==> src/rtl/fifo_wr_arbiter.sv <==
// Round-robin arbiter sharing one FIFO write port between NREQ valid/ready requesters.
// A grant lasts until MAX_BURST beats are pushed or the grantee drops valid.
module fifo_wr_arbiter #(
   parameter int NREQ       = 4,
   parameter int DATA_WIDTH = 32,
   parameter int MAX_BURST  = 4
) (
   input  logic                       clk,
   input  logic                       rst,
   input  logic [NREQ-1:0]            req_valid,
   input  logic [NREQ*DATA_WIDTH-1:0] req_data,
   output logic [NREQ-1:0]            req_ready,
   input  logic                       fifo_full,
   output logic                       fifo_push,
   output logic [DATA_WIDTH-1:0]      fifo_wr_data,
   output logic [$clog2(NREQ)-1:0]    grant_id,
   output logic                       busy
);

   localparam int IW = $clog2(NREQ);

   typedef enum logic {IDLE, GRANT} state_t;

   state_t          state_q, state_d;
   logic [IW-1:0]   rr_ptr_q, rr_ptr_d;
   logic [IW-1:0]   grant_id_q, grant_id_d;
   logic [7:0]      beat_cnt_q, beat_cnt_d;
   logic [IW-1:0]   sel_idx;
   logic [IW-1:0]   next_ptr;
   logic            cur_valid;
   logic            push;
   logic            last_beat;

   // Scan downward so the candidate closest to rr_ptr is the last one written.
   always_comb begin
      logic [IW-1:0] cand;
      sel_idx = '0;
      cand    = '0;
      for (int k = NREQ - 1; k >= 0; k--) begin
         cand = IW'((int'(rr_ptr_q) + k) % NREQ);
         if (req_valid[cand]) sel_idx = cand;
      end
   end

   assign cur_valid = req_valid[grant_id_q];
   assign push      = (state_q == GRANT) && cur_valid && !fifo_full;
   assign last_beat = (beat_cnt_q == 8'(MAX_BURST - 1));
   assign next_ptr  = (grant_id_q == IW'(NREQ - 1)) ? '0 : grant_id_q + 1'b1;

   always_comb begin
      state_d    = state_q;
      rr_ptr_d   = rr_ptr_q;
      grant_id_d = grant_id_q;
      beat_cnt_d = beat_cnt_q;
      case (state_q)
         IDLE: begin
            if (|req_valid) begin
               state_d    = GRANT;
               grant_id_d = sel_idx;
               beat_cnt_d = '0;
            end
         end
         GRANT: begin
            if (push) beat_cnt_d = beat_cnt_q + 8'd1;
            // A full FIFO only stalls; release needs a final beat or a dropped valid.
            if (!cur_valid || (push && last_beat)) begin
               state_d  = IDLE;
               rr_ptr_d = next_ptr;
            end
         end
         default: state_d = IDLE;
      endcase
   end

   always_ff @(posedge clk or posedge rst) begin
      if (rst) begin
         state_q    <= IDLE;
         rr_ptr_q   <= '0;
         grant_id_q <= '0;
         beat_cnt_q <= '0;
      end else begin
         state_q    <= state_d;
         rr_ptr_q   <= rr_ptr_d;
         grant_id_q <= grant_id_d;
         beat_cnt_q <= beat_cnt_d;
      end
   end

   always_comb begin
      req_ready = '0;
      if (state_q == GRANT) req_ready[grant_id_q] = !fifo_full;
   end

   assign fifo_push    = push;
   assign fifo_wr_data = push ? req_data[grant_id_q*DATA_WIDTH +: DATA_WIDTH] : '0;
   assign grant_id     = grant_id_q;
   assign busy         = (state_q == GRANT);

endmodule

==> config.mk <==
export PLATFORM = sky130hd
export DESIGN_NAME = fifo_wr_arbiter
export DESIGN_NICKNAME = d
export VERILOG_FILES = /design/src/rtl/fifo_wr_arbiter.sv
export SDC_FILE = /design/constraint.sdc
export NUM_CORES = 1
export LEC_CHECK = 0
export BUFFER_PORTS_ARGS = -buffer_cell sky130_fd_sc_hd__buf_4
export CAP_MARGIN = 20
export CORE_MARGIN = 8
export CORE_UTILIZATION = 37
export CTS_CLUSTER_DIAMETER = 200
export CTS_CLUSTER_SIZE = 28
export DETAILED_ROUTE_END_ITERATION = 10
export MAX_ROUTING_LAYER = met4
export PLACE_DENSITY = 0.82
export SYNTH_ARGS = -nofsm -noshare
export SYNTH_HDL_FRONTEND = slang
export SYNTH_SLANG_ARGS = --single-unit
==> constraint.sdc <==
create_clock -name clk -period 2.2 [get_ports clk]
set_input_delay 0.11 -clock clk [delete_from_list [all_inputs] [get_ports clk]]
set_output_delay 0.11 -clock clk [all_outputs]
set_load 0.1 [all_outputs]
# Yosys cells after proc, flatten, opt, wreduce, memory -nomap -nowiden
# Index checks and enable logic that the tools add are counted.
[word_totals]
latch_bits = 0
ramBits = 0
register_bits = 13
mem_bits_ro = 0
output_inout_bits = 40
word_cells = 58
mem_count = 0
in_bits = 135
[classes]
reduce_logical = 11
n_mul = 0
bitwise = 2
addsub = 5
n_shift = 1
n_eq_ne = 4
n_mux = 25
div = 0
magnitude_cmp = 6
[ops]
columns = ["cell", "count"]
rows = [
  ["variable part select 128 x 8 -> 32 bit", 1],
  ["2-to-1 mux 32 bit", 1],
  ["2-to-1 mux 8 bit", 2],
  ["one-hot mux 8 bit (2 select lines)", 1],
  ["less-than comparator 2 x 3 -> 1 bit (second input constant)", 5],
  ["binary-select mux 1 bit (select 2 bit)", 5],
  ["2-to-1 mux 2 bit", 5],
  ["adder 8 x 1 -> 8 bit (second input constant)", 1],
  ["equality test 8 x 2 -> 1 bit (second input constant)", 1],
  ["2-to-1 mux 1 bit", 8],
  ["AND reduction 2 bit", 3],
  ["adder 2 x 1 -> 2 bit (second input constant)", 2],
  ["adder 2 bit (second input constant)", 2],
  ["AND 4 bit", 1],
  ["logical AND 1 bit", 4],
  ["2-to-1 mux 4 bit", 1],
  ["OR reduction 4 bit", 1],
  ["demux 1 bit (select 2 bit)", 1],
  ["equality test 2 bit (second input constant)", 1],
  ["greater-or-equal comparator 2 x 1 -> 1 bit (second input constant)", 1],
  ["logical NOT 1 bit", 2],
  ["!= test 2 x 1 -> 1 bit (second input constant)", 1],
  ["!= test 2 bit (second input constant)", 1],
  ["one-hot mux 1 bit (2 select lines)", 1],
  ["2 further kinds", 2],
]

# Depth between registers and ports, before layout
# Gate-level depths: netlist (run 1).
[depth]
ltp_word = 8
depth_mapped = 6
mapped_depth_nobuf = 4

# Worst setup path after synthesis (run 1)
# Ideal clock, no wire load.
[synth_path]
path_kind = "flip-flop to output port"
start = "register grant_id_q[1] (netlist: grant_id[1])"
end = "output fifo_wr_data[10]"
n_path_buf = 2
required_time_ns = 2.090
stages_incl_launch_ff = 5
arrival_time_ns = 2.624
slack_ns = -0.534
cell_sequence = "dfrtp_1 -> clkbuf_1 -> clkbuf_1 -> mux4_2 -> and3_1"
[synth_between]
elab_chain_len = 5
elab_cells_between_ends = 6
cone_classes = "1 x shift; 3 x mux; 2 x reduce/logical"
[synth_rtl]
columns = ["item", "line_no", "source"]
rows = [
  ["start: declaration", "26", "logic [IW-1:0] grant_id_q, grant_id_d;"],
  ["start signal: assignment", "84", "grant_id_q <= grant_id_d;"],
  ["parallel branches: the longest is 4 deep, another holds variable part select 128 x 8 -> 32 bit", "-", ""],
  ["2-to-1 mux 32 bit *", "95", "assign fifo_wr_data = push ? req_data[grant_id_q*DATA_WIDTH +: DATA_WIDTH] : '0;"],
  ["end: declaration", "15", "output logic [DATA_WIDTH-1:0] fifo_wr_data,"],
]
# Every way passes the cells marked *. The select of a mux whose other input is x is not followed.

# Worst setup path after layout (run 1)
[layout_path]
start = "register grant_id_q[0] (netlist: grant_id[0])"
end = "output fifo_wr_data[0]"
# Same word-level chain as after synthesis.

==> qor.csv, run 1 <==
metric;value;unit
synthCells;161;
grtUsageMet2;39.7;%
crit_required;2.09;ns
fin_skew;0.00229;ns
seq_area_frac_synth;18.1;%
relSlewSlack;65.9;%
n_antenna_cell;0;
cts_setup_buffers;0;
cts_tree;done;
final_layout_size_suffix_gt1_share;77.4;%
synth_simple_gate_area_share;21.2;%
drc;0;
synth-edff-count;0;
grt_max_degree;39;
synth_cell_types;32;
cp_max_fo;38;
reg2reg_to;rr_ptr_q[0];
synth-adder-area-share;3.48;%
syn2layout_area_growth;81.7;%
p_comb_share;83.9;%
period_needed;2.10;ns
synth_nets;301;
slew_violations;0;
vias;2065;
arrival;1.99;ns
die_h;85.7;µm
reg2reg_setup_slack;0.35;ns
finalCritPeriodShare;95.6;%
rows;25;
avgSynthCellArea;11.2;µm²
syn_area;0.00180;mm²
use_met1;22.5;%
post-dp-hpwl;6.89;mm
fillers;389;
cp-end-kind;output pin;
hold_viol;0;
worst-path-buf-inv;2;
multi_input_area;0.00143;mm²
r2r-start;grant_id[0];
via_per_inst;5.41;
initial_core_util;38.3;%
firstDrtPassIters;4;
reg2reg_depth;3;
fp.coreArea;0.00469;mm²
gp_congestion;0.857;
worst_path_max_delay_cell;mux4_2;
synthFlopType;dfrtp_1;
ios;175;
p_clk_share;5.7;%
worst-path-stages;4;
p_sw;2210;µW
setup_tns;0;ns
status;finished clean;
cellPowerDensity;1160;mW/mm²
ys_warn_count;0;
max_cap_viol_count;0;
clk_pin_slew_worst_paths;0.06;ns
tightest_slew;0.511;ns
ctsRootBufferMaster;clkbuf_8;
p_leak;0.00168;µW
grt_first_pass_wirelength;12.1;mm
die_area;0.00734;mm²
seqPwrFrac;10.4;%
regArea;332;µm²
crit_family;multiplexers;
muxShareOfSynthArea;45.4;%
switching_share;58.4;%
crit_path_start_kind;flop;
antenna_found_initial;0;
fmax;475;MHz
synth_xor_area_share;0.975;%
cts_buffers;3;
hold_path_class;input port to flop;
dp_slack;0.256;ns
gr-usage-met3;5.25;%
finish.utilization;69.6;%
track_usage;21.5;%
drt_iter0_markers;39;
setup_slack;0.0959;ns
ctsHtreeMaxLevel;1;
top_usage_layer;met2;
setup_viol;0;
crit_chain;buf_16, mux4_2, and3_2, buf_4;
die_w;85.7;µm
wire_per_inst;22.1;µm
clock-sinks;13;
critPathLaunch;grant_id[0];
nets;469;
crit_end;fifo_wr_data[0];
io_buffers;174;
drt-total-wl;8.43;mm
synthArstFlopShare;100;%
clockBufferDepth;2;
drtAntennaViolNets;0;
worstSkewPairLatency;0.25;ns
critical-path-max-stage-delay;0.55;ns
path_class;flop to output pin;
synth_top_family_by_area;multiplexers;
max-vdd-ir-drop;832;µV
synth-seq-cells;13;
rsz0062_at_grt;false;
p_int;1580;µW
grt-ovfl-total;0;
grt_pass1_vias;2162;
synth-compound-area-share;5.15;%
[cells by family after synthesis]
family,Yosys count
fa+ha+maj,5
xor+xnor,2
compound gates,14
mux,40
simple gates,65
buf+inv,22
flops,13
[metal layers]
metal | vias to the layer above | wire (µm)
met5 | - | 0
met4 | 0 | 116
met3 | 11 | 616
met2 | 81 | 4620
met1 | 997 | 3070
li1 | 976 | -
[state kept, by name, indices dropped and copies added (netlist names)]
register and flops:
grant_id 2, rr_ptr_q 2, beat_cnt_q 8, busy 1
[Yosys cell counts, types with 2 or more instances]
master    number  area, µm²
nor2_1         6       22.5
and3_1        34        213
mux2_1         2       22.5
buf_2          3       15.0
ha_1           5       62.6
o21ai_0        2       10.0
nand2_1       10       37.5
mux2i_1        5       50.1
a21oi_1        3       15.0
clkbuf_1      10       37.5
nor2b_1        2       12.5
and2_1         5       31.3
xor2_1         2       17.5
o22ai_1        2       12.5
mux4_2        33        743
dfrtp_1       13        325
nand4_1        3       18.8
inv_1          6       22.5
buf_6          2       22.5
[worst min-delay path: cells and delay by family]
family	cells	cell delay, ns
buffers and inverters	1	0.12
and+or+nand+nor	1	0.05
AOI/OAI and AO/OA	1	0.11
[worst min path at each step]
stage / startpoint / end / cells past startpoint
after floorplan: rst / beat_cnt_q[0] / 1
after global placement: rst / beat_cnt_q[0] / 2
after detailed placement: rst / rr_ptr_q[1] / 2
after CTS: req_valid[3] / grant_id[1] / 3
after global routing: req_valid[3] / grant_id[1] / 3
final: req_valid[3] / grant_id[1] / 3
[power groups by stage]
stage / sequential [µW] / combinational [µW] / clock, µW
floorplan: 561 / 2320 / 0
global placement: 384 / 3140 / 0
detailed placement: 388 / 3160 / 0
CTS: 384 / 3170 / 222
global route: 411 / 3340 / 230
finish: 396 / 3180 / 215
[area by class of cell]
cell class,count,share of cell area [%]
Multi-Input combinational cell,127,43.9
Tap cell,54,2.07
Clock buffer,3,1.26
Sequential cell,13,10.2
Timing Repair Buffer,178,41.7
Clock inverter,1,0.153
Inverter,6,0.690
[metrics by stage]
step	hold slack, ns	instance area, µm²	instances	total power, µW
after global routing	0.190	3260	382	3980
after global placement	0.169	3170	376	3520
after CTS	0.159	3230	381	3780
after detailed placement	0.175	3170	376	3550
after floorplan	-0.0132	1840	161	2880
final	0.187	3260	382	3800
[layout by cell type (no fill, tap or decap)]
cell	count
nand4_2	1
nand4_1	3
nor4_1	1
o21a_1	1
buf_4	175
dfrtp_4	1
o22ai_1	2
o21ai_0	2
o21ai_1	1
buf_6	1
nand3_2	1
nand2_1	10
mux2i_1	5
mux4_2	34
buf_16	1
nor2_1	6
and2_1	5
clkinv_2	1
inv_1	6
a21bo_1	1
a21oi_1	3
dfrtp_2	2
clkbuf_8	3
nor2b_1	1
and3_2	31
o31ai_1	1
xor2_1	2
a31o_2	1
ha_1	5
mux2_1	2
a21o_1	1
and4_1	1
o221ai_1	1
and3_1	3
nor2b_2	1
dfrtp_1	10
dlygate4sd3_1	1
and2_4	1
[repair_timing]
item | in CTS | in global routing
hold buffers | 1 | 0
resized for setup | 1 | 2
gates cloned | 0 | 1
pin swaps | 0 | 0
hold endpoints to repair | 13 | 0
setup endpoints to repair | 1 | 33
No activity file was read; power rests on OpenSTA's default activity.
==> inputs of run 2 (changes only) <==
--- a/config.mk
+++ b/config.mk
@@ -5,11 +5,12 @@
 export SDC_FILE = /design/constraint.sdc
 export NUM_CORES = 1
 export LEC_CHECK = 0
+export ABC_AREA = 1
 export BUFFER_PORTS_ARGS = -buffer_cell sky130_fd_sc_hd__buf_4
 export CAP_MARGIN = 20
 export CORE_MARGIN = 8
-export CORE_UTILIZATION = 37
-export CTS_CLUSTER_DIAMETER = 200
+export CORE_UTILIZATION = 39
+export CTS_CLUSTER_DIAMETER = 150
 export CTS_CLUSTER_SIZE = 28
 export DETAILED_ROUTE_END_ITERATION = 10
 export MAX_ROUTING_LAYER = met4
==> run 2 against run 1 <==
Effect of this change: the run now ends with negative setup slack left; register-to-register slack hardly changed; non-clock buffer count is 4 higher; power is 53% higher; final cell count is 65% higher; sequential cell count stayed put; clock-buffer cell count is 1 higher; critical path type unchanged; largest power group unchanged.
==> qor.csv, run 2 <==
metric;value;unit;change
status;complete, but fails checks;;
violations;negative setup slack;;
synth_largest_area_cell;nor2_1;;
grt_pass1_vias;3221;;+49%
most-common-layout-cells;buf_4, nor2_1, o21ai_0;;
track_usage;28.1;%;+6.6 points
crit_family;buffers and inverters;;
synth-seq-cells;13;;unchanged
cp-end-kind;output pin;;
critical-path-max-stage-delay;0.49;ns;-0.06 ns
antenna_found_initial;0;;unchanged
syn_area;0.00203;mm²;+13%
synthCells;399;;+150%
setup_slack;-0.0116;ns;-0.108 ns
path_common_cell;nor2_1;;
p_leak;0.00187;µW;+11%
ctsHtreeMaxLevel;1;;unchanged
worst-path-buf-inv;2;;unchanged
largest_reg_flops;8;;unchanged
hold_path_class;input port to flop;;
finish.utilization;80.2;%;+11 points
synthFlopType;dfrtp_1;;
io_buffers;174;;unchanged
ys_top_cells_by_area;nor2_1, dfrtp_1, o21ai_0;;
path_class;flop to output pin;;
cellPowerDensity;1420;mW/mm²;+22%
fp.coreArea;0.00507;mm²;+8.2%
drt-total-wl;12.1;mm;+44%
post-dp-hpwl;8.77;mm;+27%
seq_area_frac_synth;16.0;%;-2.1 points
rows;26;;+4.0%
n_antenna_cell;0;;unchanged
cts_buffers;3;;unchanged
grt-ovfl-total;0;;unchanged
hold_viol;0;;unchanged
period_needed;2.21;ns;+0.108 ns
yosysTopAreaCellShare;27.7;%;-14 points
max-vdd-ir-drop;1180;µV;+41%
worstSkewPairLatency;0.25;ns;about the same
ys_warn_count;0;;unchanged
crit_chain;clkbuf_8, nor2_1, nor2_1, o21ai_0, a21oi_4, buf_8;;
avgSynthCellArea;5.09;µm²;-54%
arrival;2.10;ns;+0.11 ns
layout_commonest_cell;buf_4;;
setup_viol;1;;+1
fmax;452;MHz;-4.9%
drtAntennaViolNets;0;;unchanged
grt_max_degree;63;;+62%
max_cap_viol_count;0;;unchanged
largest_register;beat_cnt_q;;
synth_commonest_cells;nor2_1, o21ai_0, nand2_1;;
die_w;88.2;µm;+2.9%
clk_pin_slew_worst_paths;0.06;ns;about the same
synth_cell_types;19;;-41%
ios;175;;unchanged
synth_most_common_cell;nor2_1;;
wire_per_inst;19.2;µm;-13%
cp_max_fo;62;;+63%
grt_first_pass_wirelength;16.9;mm;+40%
final_layout_size_suffix_gt1_share;41.4;%;-36 points
synth-edff-count;0;;unchanged
firstDrtPassIters;5;;+1
finalCritPeriodShare;101;%;+4.9 points
die_area;0.00777;mm²;+5.9%
drt_iter0_markers;238;;+510%
die_h;88.2;µm;+2.9%
initial_core_util;40.0;%;+1.7 points
whs;0.359;ns;+0.171 ns
ctsRootBufferMaster;clkbuf_8;;
clock-sinks;13;;unchanged
nets;701;;+49%
cts_tree;done;;
clockBufferDepth;2;;unchanged
relSlewSlack;62.8;%;-3.0 points
synthArstFlopShare;100;%;unchanged
slew_violations;0;;unchanged
fin_skew;0.00146;ns;-0.000830 ns
crit_required;2.09;ns;about the same
synth_nets;539;;+79%
gp_congestion;1.03;;+20%
setup_tns;-0.0116;ns;-0.0116 ns
worst_path_max_delay_cell;dfrtp_4;;
cts_setup_buffers;0;;unchanged
dp_slack;0.216;ns;-0.0399 ns
drc;0;;unchanged
crit_path_start_kind;flop;;
syn2layout_area_growth;100;%;
vias;3357;;+63%
p_total;5790;µW;+53%
tightest_slew;0.552;ns;+0.0403 ns
via_per_inst;5.33;;-1.4%
## run 2: cell types whose count changed after synthesis, sizes merged, moves of 5 or more
cell,before,now
nor2,6,151
o21ai,3,72
nand2,10,50
and3,34,0
a21oi,3,36
mux4,33,0
inv,6,26
nand3,1,12
buf,6,14
and2,6,0
mux2i,5,0
## run 2: power breakdown
| part | switching [µW] | internal, µW | total (µW) | leakage, µW |
|---|---|---|---|---|
| sequential | 132 | 318 | 450 | 0.000166 |
| clock | 90.8 | 128 | 219 | 0.0000228 |
| combinational | 3670 | 1450 | 5120 | 0.00168 |
| total | 3890 | 1900 | 5790 | 0.00187 |
## run 2: what timing repair did
item,in CTS,in global routing
setup endpoints to repair,26,31
cloned,0,1
hold endpoints to repair,13,0
resized for setup,26,24
hold buffers,1,0
## run 2: metal layers
metal,vias to the layer above,routed length [µm],share of wire (%),global-route usage [%]
met1,1516,4530,37,31.8
met2,185,5860,48,45.3
met3,45,1230,10,7.97
met4,0,480,4.0,11.7
li1,1611,-,-,-
met5,-,0,0,-
## run 2: path summary, 6_finish.rpt
check	startpoint	to	slack (ns)	cells after the start
hold / removal	req_valid[0]	grant_id[1]	0.36	6
hold reg to reg	beat_cnt_q[1]	beat_cnt_q[1]	0.51	2
min in group asynchronous	rst	rr_ptr_q[0]	0.47	3
setup / recovery	grant_id[0]	fifo_wr_data[22]	-0.01	6
setup reg to reg	grant_id[0]	beat_cnt_q[4]	0.36	12
max in group asynchronous	rst	grant_id[1]	1.34	3
## run 2: stage by stage
stage / instances / instance area [µm²]
floorplan: 399 / 2440
global placement: 624 / 3790
detailed placement: 624 / 3790
CTS: 629 / 3950
global route: 630 / 4070
finish: 630 / 4070
## run 2: final cells by class
class	count	area [µm²]
clock buffers	4	45.0
fillers	374	1010
inverters	26	103
multi-input cells	335	1890
flip-flops and latches	13	334
well taps	70	87.6
repair buffers	182	1600
## run 2: worst register-to-register path: stages (launching register included)
cell	delay, ns
dfrtp_4	0.54
inv_6	0.12
nand2_1	0.07
nand3_1	0.06
nand2_1	0.11
inv_2	0.13
nand2_8	0.13
buf_12	0.21
nand2_4	0.12
nand2_1	0.09
nand2_1	0.06
nand2_1	0.04
nor2_1	0.09
## run 2: logic make-up (layout without fill, tap and decap cells)
logic type,after synthesis,count (layout),synth area share (%)
compound gates,108,108,26.6
flops,13,13,16.0
simple gates,220,220,42.9
buf+inv,51,212,10.5
fa+ha+maj,5,5,3.08
xor+xnor,2,2,0.863
==> inputs of run 3 (changes only) <==
==> constraint.sdc (replaced) <==
create_clock -name clk -period 2.15 [get_ports clk]
set_input_delay 0.1075 -clock clk [delete_from_list [all_inputs] [get_ports clk]]
set_output_delay 0.1075 -clock clk [all_outputs]
set_load 0.1 [all_outputs]
==> run 3 against run 2 <==
Effect of this change: the run now ends clean; combinational power fell by 2%; sequential cell count did not move; largest power group unchanged; clock power is 4% higher; routed wire length down 8.1%; critical path depth is 3 higher; power is 2.1% lower; non-clock buffer count is the same; critical endpoint is now fifo_wr_data[21]; worst hold slack lost 0.12 ns; setup slack better by 0.067 ns.
==> qor.csv, run 3 (same netlist as run 2, synthesis figures left out) <==
metric;value;unit;change
status;finished clean;;
fp.coreArea;0.00507;mm²;unchanged
via_per_inst;5.26;;-1.3%
drc;0;;unchanged
drt_iter0_markers;210;;-12%
place_inst;625;;+0.16%
firstDrtPassIters;4;;-1
hold_viol;0;;unchanged
p_sw;3870;µW;-0.44%
cts_setup_buffers;0;;unchanged
final_layout_size_suffix_gt1_share;41.4;%;unchanged
crit_end;fifo_wr_data[21];;
post-dp-hpwl;8.76;mm;-0.10%
die_h;88.2;µm;unchanged
die_area;0.00777;mm²;unchanged
crit_path_start_kind;flop;;
critical-path-max-stage-delay;0.50;ns;about the same
setup_tns;0;ns;+0.0116 ns
ctsRootBufferMaster;clkbuf_8;;
period_needed;2.09;ns;
fin_skew;0.00580;ns;+0.00434 ns
grt_first_pass_wirelength;16.5;mm;-2.5%
die_w;88.2;µm;unchanged
setup_slack;0.0554;ns;+0.0670 ns
critPathLaunch;grant_id[0];;
r2r-start;grant_id[1];;
cts_buffers;3;;unchanged
grt_max_degree;47;;-25%
tightest_slew;0.539;ns;-0.0123 ns
syn2layout_area_growth;93.7;%;
setup_viol;0;;-1
io_buffers;174;;unchanged
max_cap_viol_count;0;;unchanged
clk_pin_slew_worst_paths;0.06;ns;about the same
p_comb_share;88.2;%;-0.2 points
fillers;428;;+14%
vias;3312;;-1.3%
drtAntennaViolNets;0;;unchanged
fmax;477;MHz;
cp-end-kind;output pin;;
final_cell_area;0.00393;mm²;-3.3%
ios;175;;unchanged
cp_max_fo;31;;-50%
fin_cells;630;;unchanged
grt-ovfl-total;0;;unchanged
grt_pass1_vias;3209;;-0.37%
seqPwrFrac;7.8;%;about the same
track_usage;27.3;%;-0.76 points
p_total;5670;µW;-2.1%
post_dp_cell_area;0.00378;mm²;-0.46%
largest_reg_flops;8;;unchanged
layout_commonest_cell;buf_4;;
path_class;flop to output pin;;
ctsHtreeMaxLevel;1;;unchanged
drt-total-wl;11.1;mm;-8.1%
reg2reg_to;rr_ptr_q[1];;
gp_congestion;1.02;;-1.4%
min_path_cells;4;;-2
cellPowerDensity;1440;mW/mm²;+1.3%
clock-sinks;13;;unchanged
switching_share;68.3;%;+1.1 points
reg2reg_depth;5;;-7
hold_path_class;input port to flop;;
nets;701;;unchanged
p_int;1800;µW;-5.4%
worst_path_max_delay_cell;dfrtp_4;;
largest_register;beat_cnt_q;;
finalCritPeriodShare;97.4;%;
worstSkewPairLatency;0.25;ns;about the same
p_leak;0.00184;µW;-1.9%
max-vdd-ir-drop;1190;µV;+1.1%
cts_tree;done;;
antenna_found_initial;0;;unchanged
n_antenna_cell;0;;unchanged
crit_required;2.04;ns;-0.05 ns
crit_chain;inv_2, nand2_1, nand3_1, nand2_1, inv_2, nand2_4, buf_12, a21oi_4, buf_4;;
relSlewSlack;64.0;%;+1.2 points
dp_slack;0.332;ns;+0.116 ns
reg2reg_setup_slack;0.53;ns;+0.17 ns
most-common-layout-cells;buf_4, nor2_1, o21ai_0;;
clockBufferDepth;2;;unchanged
rows;26;;unchanged
slew_violations;0;;unchanged
initial_core_util;40.0;%;unchanged
arrival;1.99;ns;-0.11 ns
p_clk_share;4.0;%;+0.2 points
wire_per_inst;17.7;µm;-8.1%
## run 3: cell count changes in the layout (fill, tap and decap cells not counted)
cell,before,now
nand2_8,1,0
buf_8,11,0
buf_4,150,153
nand2_4,1,2
buf_12,7,1
clkbuf_16,1,0
inv_2,4,5
buf_6,11,27
clkbuf_8,4,3
inv_6,1,0
## run 3: what timing repair did
| action | in CTS | in global routing |
|---|---|---|
| endpoints found under the hold margin | 13 | 0 |
| resized for setup | 0 | 27 |
| hold buffers | 1 | 0 |
| setup endpoints to repair | 0 | 24 |
## run 3: how the worst min path moves through the flow
stage / start / endpoint / slack, ns
3_5_place_dp: rst / beat_cnt_q[6] / 0.18
2_1_floorplan: rst / beat_cnt_q[0] / -0.02
3_3_place_gp: rst / rr_ptr_q[1] / 0.16
6_report: fifo_full / beat_cnt_q[0] / 0.24
4_1_cts: fifo_full / beat_cnt_q[0] / 0.23
5_1_grt: fifo_full / beat_cnt_q[0] / 0.26
## run 3: worst max-delay path, delay by kind of cell (launching register included)
kind / cells / cell delay (ns)
compound gates: 1 / 0.14
flops: 1 / 0.50
simple gates: 4 / 0.32
buf+inv: 4 / 0.75
## run 3: power by group through the flow
stage               clock (µW)  combinational (µW)  sequential (µW)
finish                     228                5000              443
global route               238                5320              455
CTS                        233                4880              438
detailed placement           0                4850              442
global placement             0                4780              441
floorplan                    0                3750              594
## run 3: per-layer routing
| layer | wire length (µm) | track usage (%) | up-vias |
|---|---|---|---|
| met5 | 0 | - | - |
| met4 | 399 | 8.91 | 0 |
| met3 | 1120 | 6.66 | 33 |
| met2 | 5550 | 46.8 | 148 |
| met1 | 4070 | 30.2 | 1527 |
| li1 | - | - | 1604 |
## run 3: stage by stage
stage	hold WS, ns	util [%]
after floorplan	-0.0156	-
after global placement	0.162	74.4
after detailed placement	0.177	74.4
after CTS	0.234	75.5
after global routing	0.262	77.5
final	0.235	77.5
## run 3: final cells by class
type | count | area (µm²) | area share, %
flip-flops and latches | 13 | 334 | 8.50
inverters | 26 | 97.6 | 2.48
repair buffers | 182 | 1480 | 37.7
well taps | 70 | 87.6 | 2.23
multi-input cells | 335 | 1890 | 47.9
clock buffers | 4 | 45.0 | 1.15
